`src/rtl/pll_seq_pkg.sv`:
```
// Shared types and constants for the PLL reconfiguration sequencer.
// Holds the sequencer states, pll_cfg register map and default fractional-K words.
package pll_seq_pkg;

    typedef enum logic [2:0] {
        IDLE,
        WR_MODE,
        GAP,
        WR_K,
        WR_START,
        WAIT_UNLOCK,
        WAIT_LOCK
    } seq_state_e;

    localparam logic [5:0] REG_MODE  = 6'd0;
    localparam logic [5:0] REG_START = 6'd2;
    localparam logic [5:0] REG_KFRAC = 6'd7;

    // Profile 0 is native speed, profile 1 is the 60 Hz-adjusted setting.
    localparam logic [31:0] K_NATIVE = 32'd3639383488;
    localparam logic [31:0] K_60HZ   = 32'd3262113561;
    localparam logic [3:0][31:0] K_TABLE_DEFAULT = {32'd0, 32'd0, K_60HZ, K_NATIVE};

    function automatic logic is_write_state(input seq_state_e s);
        return (s == WR_MODE) || (s == WR_K) || (s == WR_START);
    endfunction

endpackage

```
`src/rtl/pll_sel_filter.sv`:
```
// Two-flop synchronizer followed by a stability filter: stable_o asserts once
// STABLE_CYCLES consecutive identical synchronized samples have been seen.
module pll_sel_filter
    import pll_seq_pkg::*;
#(
    parameter int W             = 1,
    parameter int STABLE_CYCLES = 2
) (
    input  logic         clk,
    input  logic         reset,
    input  logic [W-1:0] din,
    output logic [W-1:0] dout,
    output logic         stable
);

    localparam int CW = (STABLE_CYCLES < 1) ? 1 : $clog2(STABLE_CYCLES + 1);
    localparam logic [CW-1:0] STABLE_C = CW'(STABLE_CYCLES);

    logic [W-1:0]  s1_q;
    logic [W-1:0]  s2_q;
    logic [W-1:0]  hold_q;
    logic [CW-1:0] cnt_q;
    logic [CW-1:0] cnt_d;

    genvar gi;
    generate
        for (gi = 0; gi < W; gi++) begin : g_sync
            always_ff @(posedge clk) begin
                if (reset) begin
                    s1_q[gi] <= 1'b0;
                    s2_q[gi] <= 1'b0;
                end else begin
                    s1_q[gi] <= din[gi];
                    s2_q[gi] <= s1_q[gi];
                end
            end
        end
    endgenerate

    // A new synchronized value counts as its own first sample.
    always_comb begin
        cnt_d = cnt_q;
        if (s2_q != hold_q) begin
            cnt_d = CW'(1);
        end else if (cnt_q < STABLE_C) begin
            cnt_d = cnt_q + CW'(1);
        end
    end

    always_ff @(posedge clk) begin
        if (reset) begin
            hold_q <= '0;
            cnt_q  <= '0;
        end else begin
            hold_q <= s2_q;
            cnt_q  <= cnt_d;
        end
    end

    assign dout   = hold_q;
    assign stable = (cnt_q >= STABLE_C);

endmodule

```
`src/rtl/pll_reconfig_seq.sv`:
```
// Drives the pll_cfg Avalon-MM port through mode, K and start writes whenever the
// filtered profile select settles on a new profile, then waits for the PLL to relock.
module pll_reconfig_seq
    import pll_seq_pkg::*;
#(
    parameter int NUM_PROFILES               = 2,
    parameter int PROF_W                     = 1,
    parameter logic [3:0][31:0] K_TABLE      = K_TABLE_DEFAULT,
    parameter int STABLE_CYCLES              = 2,
    parameter int GAP_CYCLES                 = 3,
    parameter int LOCK_TIMEOUT               = 1000000
) (
    input  logic              clk,
    input  logic              reset,
    input  logic [PROF_W-1:0] profile_sel,
    input  logic              locked,
    input  logic              mgmt_waitrequest,
    output logic              mgmt_write,
    output logic [5:0]        mgmt_address,
    output logic [31:0]       mgmt_writedata,
    output logic              busy,
    output logic              done,
    output logic              lock_err,
    output logic [PROF_W-1:0] applied_profile
);

    localparam int GW = (GAP_CYCLES < 2) ? 1 : $clog2(GAP_CYCLES);
    localparam logic [GW-1:0] GAP_LAST = GW'(GAP_CYCLES - 1);
    localparam int TW = (LOCK_TIMEOUT < 2) ? 1 : $clog2(LOCK_TIMEOUT);
    localparam logic [TW-1:0] TMO_LAST = TW'(LOCK_TIMEOUT - 1);
    localparam logic [PROF_W:0] NUM_P = (PROF_W + 1)'(NUM_PROFILES);

    logic [PROF_W-1:0] sel_filt;
    logic              sel_stable;
    logic              sel_valid;
    logic [1:0]        lock_sync_q;
    logic              lock_s;

    seq_state_e        state_q, state_d;
    seq_state_e        gap_next_q, gap_next_d;
    logic [GW-1:0]     gap_q, gap_d;
    logic [TW-1:0]     tmo_q, tmo_d;
    logic [PROF_W-1:0] target_q, target_d;
    logic [PROF_W-1:0] applied_q, applied_d;
    logic              done_q, done_d;
    logic              lock_err_q, lock_err_d;
    logic              wr_accept;
    logic [1:0]        k_idx;

    pll_sel_filter #(
        .W             (PROF_W),
        .STABLE_CYCLES (STABLE_CYCLES)
    ) u_sel_filter (
        .clk    (clk),
        .reset  (reset),
        .din    (profile_sel),
        .dout   (sel_filt),
        .stable (sel_stable)
    );

    always_ff @(posedge clk) begin
        if (reset) begin
            lock_sync_q <= 2'b00;
        end else begin
            lock_sync_q <= {lock_sync_q[0], locked};
        end
    end

    assign lock_s    = lock_sync_q[1];
    assign sel_valid = ({1'b0, sel_filt} < NUM_P);
    assign wr_accept = !mgmt_waitrequest;
    assign k_idx     = 2'(target_q);

    always_comb begin
        state_d    = state_q;
        gap_next_d = gap_next_q;
        gap_d      = gap_q;
        tmo_d      = '0;
        target_d   = target_q;
        applied_d  = applied_q;
        done_d     = 1'b0;
        lock_err_d = lock_err_q;
        case (state_q)
            IDLE: begin
                if (sel_stable && sel_valid && (sel_filt != applied_q)) begin
                    target_d   = sel_filt;
                    lock_err_d = 1'b0;
                    state_d    = WR_MODE;
                end
            end
            WR_MODE: begin
                if (wr_accept) begin
                    gap_d      = '0;
                    gap_next_d = WR_K;
                    state_d    = GAP;
                end
            end
            GAP: begin
                if (gap_q == GAP_LAST) begin
                    state_d = gap_next_q;
                end else begin
                    gap_d = gap_q + GW'(1);
                end
            end
            WR_K: begin
                if (wr_accept) begin
                    gap_d      = '0;
                    gap_next_d = WR_START;
                    state_d    = GAP;
                end
            end
            WR_START: begin
                if (wr_accept) begin
                    state_d = WAIT_UNLOCK;
                end
            end
            // Some PLLs relock too fast to ever show a low locked; a timeout here is benign.
            WAIT_UNLOCK: begin
                if (!lock_s || (tmo_q == TMO_LAST)) begin
                    state_d = WAIT_LOCK;
                end else begin
                    tmo_d = tmo_q + TW'(1);
                end
            end
            WAIT_LOCK: begin
                if (lock_s) begin
                    applied_d = target_q;
                    done_d    = 1'b1;
                    state_d   = IDLE;
                end else if (tmo_q == TMO_LAST) begin
                    applied_d  = target_q;
                    lock_err_d = 1'b1;
                    state_d    = IDLE;
                end else begin
                    tmo_d = tmo_q + TW'(1);
                end
            end
            default: begin
                state_d = IDLE;
            end
        endcase
    end

    always_ff @(posedge clk) begin
        if (reset) begin
            state_q    <= IDLE;
            gap_next_q <= WR_K;
            gap_q      <= '0;
            tmo_q      <= '0;
            target_q   <= '0;
            applied_q  <= '0;
            done_q     <= 1'b0;
            lock_err_q <= 1'b0;
        end else begin
            state_q    <= state_d;
            gap_next_q <= gap_next_d;
            gap_q      <= gap_d;
            tmo_q      <= tmo_d;
            target_q   <= target_d;
            applied_q  <= applied_d;
            done_q     <= done_d;
            lock_err_q <= lock_err_d;
        end
    end

    // Bus outputs decode from registered state only, so they hold steady under waitrequest.
    always_comb begin
        mgmt_address   = REG_MODE;
        mgmt_writedata = '0;
        case (state_q)
            WR_K: begin
                mgmt_address   = REG_KFRAC;
                mgmt_writedata = K_TABLE[k_idx];
            end
            WR_START: begin
                mgmt_address = REG_START;
            end
            default: begin
                mgmt_address   = REG_MODE;
                mgmt_writedata = '0;
            end
        endcase
    end

    assign mgmt_write      = is_write_state(state_q);
    assign busy            = (state_q != IDLE);
    assign done            = done_q;
    assign lock_err        = lock_err_q;
    assign applied_profile = applied_q;

endmodule

```
`config.mk`:
```
export PLATFORM = sky130hd
export DESIGN_NAME = pll_reconfig_seq
export DESIGN_NICKNAME = d
export VERILOG_FILES = /design/src/rtl/pll_seq_pkg.sv /design/src/rtl/pll_sel_filter.sv /design/src/rtl/pll_reconfig_seq.sv
export SDC_FILE = /design/constraint.sdc
export NUM_CORES = 1
export LEC_CHECK = 0
export ABC_AREA = 1
export CORE_ASPECT_RATIO = 2
export CORE_UTILIZATION = 55
export DETAILED_ROUTE_END_ITERATION = 6
export GPL_TIMING_DRIVEN = 1
export PLACE_DENSITY = 0.82
export SLEW_MARGIN = 20
export SYNTH_ARGS = -nofsm -noshare
export SYNTH_HDL_FRONTEND = slang
export SYNTH_SLANG_ARGS = --single-unit
```
`constraint.sdc`:
```
create_clock -name clk -period 5.3 [get_ports clk]
set_input_delay 0.53 -clock clk [delete_from_list [all_inputs] [get_ports clk]]
set_output_delay 0.53 -clock clk [all_outputs]
set_load 0.05 [all_outputs]
```
==> results summary <==
The average footprint of a synthesized cell came out at 7.13 um^2. The worst setup path is captured at a primary output. After clock tree synthesis, the setup repair step added 0 buffers. The number of antenna diodes in the final layout is 0. Summing the sequential cell areas from Yosys gives between 30% and 40% of the chip area. The via density per instance came out at 5.07. In this run, the number of DRC markers left after iteration 0 of detailed routing was 33. The portion of the clock cycle consumed by the worst path in the final layout came out at between 60% and 70%.

The final instance area is 0.00251 mm^2. The buffer levels on the longest clock path is 2. The layout overhead on the synthesized area is 11.1%.

Setup repair after global routing left no endpoint under its margin. The final clock skew is ~0.0041 ns. The total wire length after detailed routing is between 4000 and 5000 um. For the worst setup path, the data required time is 4.77 ns. For the worst flop-to-flop path, the logic depth is 8. Setup total negative slack on the finished layout was measured at 0 ns. The number of antenna violations at the first check in global routing came out at 0. Tracing the worst setup path back leads to its startpoint at state_q[0].

Buffers inserted during clock tree synthesis total 5. The non-filler instance count after layout is approximately 380. In this run the most used layer during global routing was met2. The detailed router placed about 1900 vias in this run. The number of max-slew violations in the final report came to 0.

The warning count from the yosys run came out at 0. The first-pass GRT wire length is 7450 um. The largest net degree at the start of global routing is 17. Yosys attributes the largest share of cell area to sky130_fd_sc_hd__dfxtp_1 34%, sky130_fd_sc_hd__buf_4 12%, sky130_fd_sc_hd__nand2_1 9.3%. The critical path ends at mgmt_writedata[3]. The count of input and output buffers is 36. The worst supply voltage drop on vdd is approximately 0.30 mV.

In this run the static leakage power is around 1.0 nW. The last weighted congestion value of the routability-driven placer is about 0.93. The DRC violations left is 0. The die footprint came out at 0.00439 mm^2.

The slowest stage of the critical path belongs to the cell sky130_fd_sc_hd__clkdlybuf4s50_1. The final count of hold timing violations came out at 0. TritonCTS built the clock tree.

The count of nets left with antenna violations once routing finished came out at 0. The number of global-route vias before repair is between 1500 and 2000. The starting density of the core came out at approximately 58%. The tightest min-delay check is of the reg2reg type. The sum of internal, switching and leakage power is between 0.0008 and 0.0009 W. The critical path goes through inv_1 -> nor2_1 -> inv_1 -> nor2_1 -> inv_1 -> nor2_1 -> clkdlybuf4s50_1. The arrival time reported for the critical path endpoint came out at between 3 and 4 ns. The worst flop-to-flop path startpoint is tmo_q[0]. The shortest clock period the worst path allows after layout is 3.59 ns.

The final setup violation count came out at 0. The floorplan has 32 rows. Global routing consumed, on the met2 layer, between 40% and 50% of the routing resources. By startpoint and endpoint, the worst setup path is classified as reg2out.

The count of instances resized after the clock tree is built is 0. After synthesis, the netlist uses 36 different library cells. The core area came out at 0.00388 mm^2.

The number of cells in the design after placement is between 300 and 400. Measured along the x axis, the die boundary spans 47.3 um. Global routing used approximately a quarter of the available tracks. 48 I/O pins were placed. The reg-to-reg setup timing slack came out at around 3.6 ns.

Detailed placement ended at an HPWL of ~3400 um. The reg-to-reg endpoint is tmo_q[18]. The final routed wire length divided by cell count came out at 11.6 um. The post-synthesis instance area is roughly 0.0023 mm^2. The clock tree root buffer cell is sky130_fd_sc_hd__clkbuf_8. The relative slew slack is between 60% and 70%. After global routing the overflow that remains totals 0. From bottom edge to top edge, the die measures ~90 um. The max-capacitance violation count came out at 0.

The routing usage on met1 came out at 21.4%. The clock latency at the later pin of the worst-skew pair came out at about 0.29 ns. The achievable clock frequency is about 280 MHz. Summed over all instances, the cell type with the most area after synthesis is sky130_fd_sc_hd__dfxtp_1.

The slew at the pin closest to its max-slew limit came out at 0.590 ns. The synthesized design devotes to its leading area cell type approximately 34% of total area. In this run the power density over the cells is about 330 mW/mm^2. The largest fanout on the critical path came out at 12. The number of optimization iterations in the first detailed-route pass is 4.

The number of standard cells after synthesis is roughly 320. The net total in the final layout is 339. The number of clock sinks seen by CTS came out at 38. The fraction of layout instances using a drive strength above 1 is under 10%. The clock edge transition at the registers on the reported setup and hold paths is around 0.07 ns. The global routing usage on met3 is under 10%. In this run, post-CTS hold repair placed 0 buffers.

The run finished with clean final reports. The H-tree depth is 2. The worst setup path is launched from a flip-flop.

The register bit total from synthesis is 38. After detailed placement, the total cell area comes to ~0.0024 mm^2. On the worst path, the slowest cell contributes a delay of 0.90 ns.
## cell usage in the layout (no fill, tap or decap), types with 7 or more instances in the layout
cell and count:
sky130_fd_sc_hd__conb_1 11, sky130_fd_sc_hd__nor2_1 50, sky130_fd_sc_hd__inv_1 42, sky130_fd_sc_hd__a21oi_1 11, sky130_fd_sc_hd__clkdlybuf4s50_1 36, sky130_fd_sc_hd__nor3_1 10, sky130_fd_sc_hd__nand2_1 56, sky130_fd_sc_hd__nand3_1 12
sky130_fd_sc_hd__dfxtp_1 38, sky130_fd_sc_hd__o21ai_0 7
## stage by stage
stage          utilization, %  setup WS (ns)  hold WS, ns
5_1_grt                  64.7           1.44        0.435
3_5_place_dp             62.6           1.99        0.400
2_1_floorplan               -           2.27        0.388
4_1_cts                  64.7           1.65        0.411
6_report                 64.7           1.71        0.408
3_3_place_gp             62.6           2.11        0.391
## routing by layer
layer | share of wire, % | up-vias
met2 | 56 | 66
li1 | - | 970
met4 | 4.0 | 0
met3 | 4.3 | 18
met5 | 0 | -
met1 | 36 | 877
## synthesized netlist by cell type
cell                       count
sky130_fd_sc_hd__inv_1        42
sky130_fd_sc_hd__ha_1          3
sky130_fd_sc_hd__nand3_4       2
sky130_fd_sc_hd__or2_2         1
sky130_fd_sc_hd__inv_2         3
sky130_fd_sc_hd__a21oi_1      11
sky130_fd_sc_hd__nand3b_1      1
sky130_fd_sc_hd__nand3_1      12
sky130_fd_sc_hd__o21ai_0       7
sky130_fd_sc_hd__nor3_4        1
sky130_fd_sc_hd__nor3b_1       3
sky130_fd_sc_hd__buf_6         1
sky130_fd_sc_hd__a31oi_1       1
sky130_fd_sc_hd__nor2_4        3
sky130_fd_sc_hd__nor2_2        3
sky130_fd_sc_hd__dfxtp_1      38
sky130_fd_sc_hd__a21oi_4       1
sky130_fd_sc_hd__nor3_1       10
sky130_fd_sc_hd__nor2_1       50
sky130_fd_sc_hd__nand2_4       1
sky130_fd_sc_hd__o21ai_4       1
sky130_fd_sc_hd__xnor2_1       3
sky130_fd_sc_hd__conb_1        1
sky130_fd_sc_hd__nand3_2       3
sky130_fd_sc_hd__a211oi_1      2
sky130_fd_sc_hd__buf_4        37
sky130_fd_sc_hd__nand2_1      56
sky130_fd_sc_hd__nand4_1       4
sky130_fd_sc_hd__xor2_1        5
sky130_fd_sc_hd__o21a_1        2
sky130_fd_sc_hd__o21bai_1      1
sky130_fd_sc_hd__nor4_1        1
sky130_fd_sc_hd__nor3_2        1
sky130_fd_sc_hd__clkbuf_1      1
sky130_fd_sc_hd__o21ai_1       1
sky130_fd_sc_hd__nand2_2       4
## worst min-delay path by stage
stage                     cells after the start           endpoint              start
after global routing                          2     lock_sync_q[1]     lock_sync_q[0]
final                                         2  u_sel_filter.s2_q  u_sel_filter.s1_q
after floorplan                               2     lock_sync_q[1]     lock_sync_q[0]
after detailed placement                      2  u_sel_filter.s2_q  u_sel_filter.s1_q
after CTS                                     2  u_sel_filter.s2_q  u_sel_filter.s1_q
after global placement                        2     lock_sync_q[1]     lock_sync_q[0]
## cell type report
cell class                 count  area [um^2]
fill                         343         1370
multi-input combinational    205         1080
sequential                    38          761
timing repair buffer          36          360
inverter                      45          169
clock buffer                   6         82.6
tap                           51         63.8
## registers in the layout (all words and copies together), names as in the netlist
signal,cells
applied_profile,1
done,1
gap_next_q,2
gap_q,2
lock_err,1
lock_sync_q,2
state_q,3
target_q,1
tmo_q,20
u_sel_filter.cnt_q,2
u_sel_filter.dout,1
u_sel_filter.s1_q,1
u_sel_filter.s2_q,1
## critical path: cells and delay by family, from the launching register on
kind                   cells  cell delay (ns)
and+or+nand+nor            3             1.00
buffers and inverters      4             1.25
DFF                        1             0.53
## power breakdown
group	switching [W]	internal, W
clock network	0.0000943	0.000100
logic	0.000207	0.0000934
registers	0.0000241	0.000308
## kinds of logic (layout without fill, tap and decap cells)
family                   after synthesis  after routing  share of synthesized area, %
AO/OA/AOI/OAI                         27             27                          7.58
XOR/XNOR                               8              8                          3.10
adder cells (fa/ha/maj)                3              3                          1.66
buffers and inverters                 84             87                          20.4
flip-flops                            38             38                          33.6
other                                  1             11                         0.166
AND/OR/NAND/NOR                      156            156                          33.4
Power figures use the tool's default switching activity.
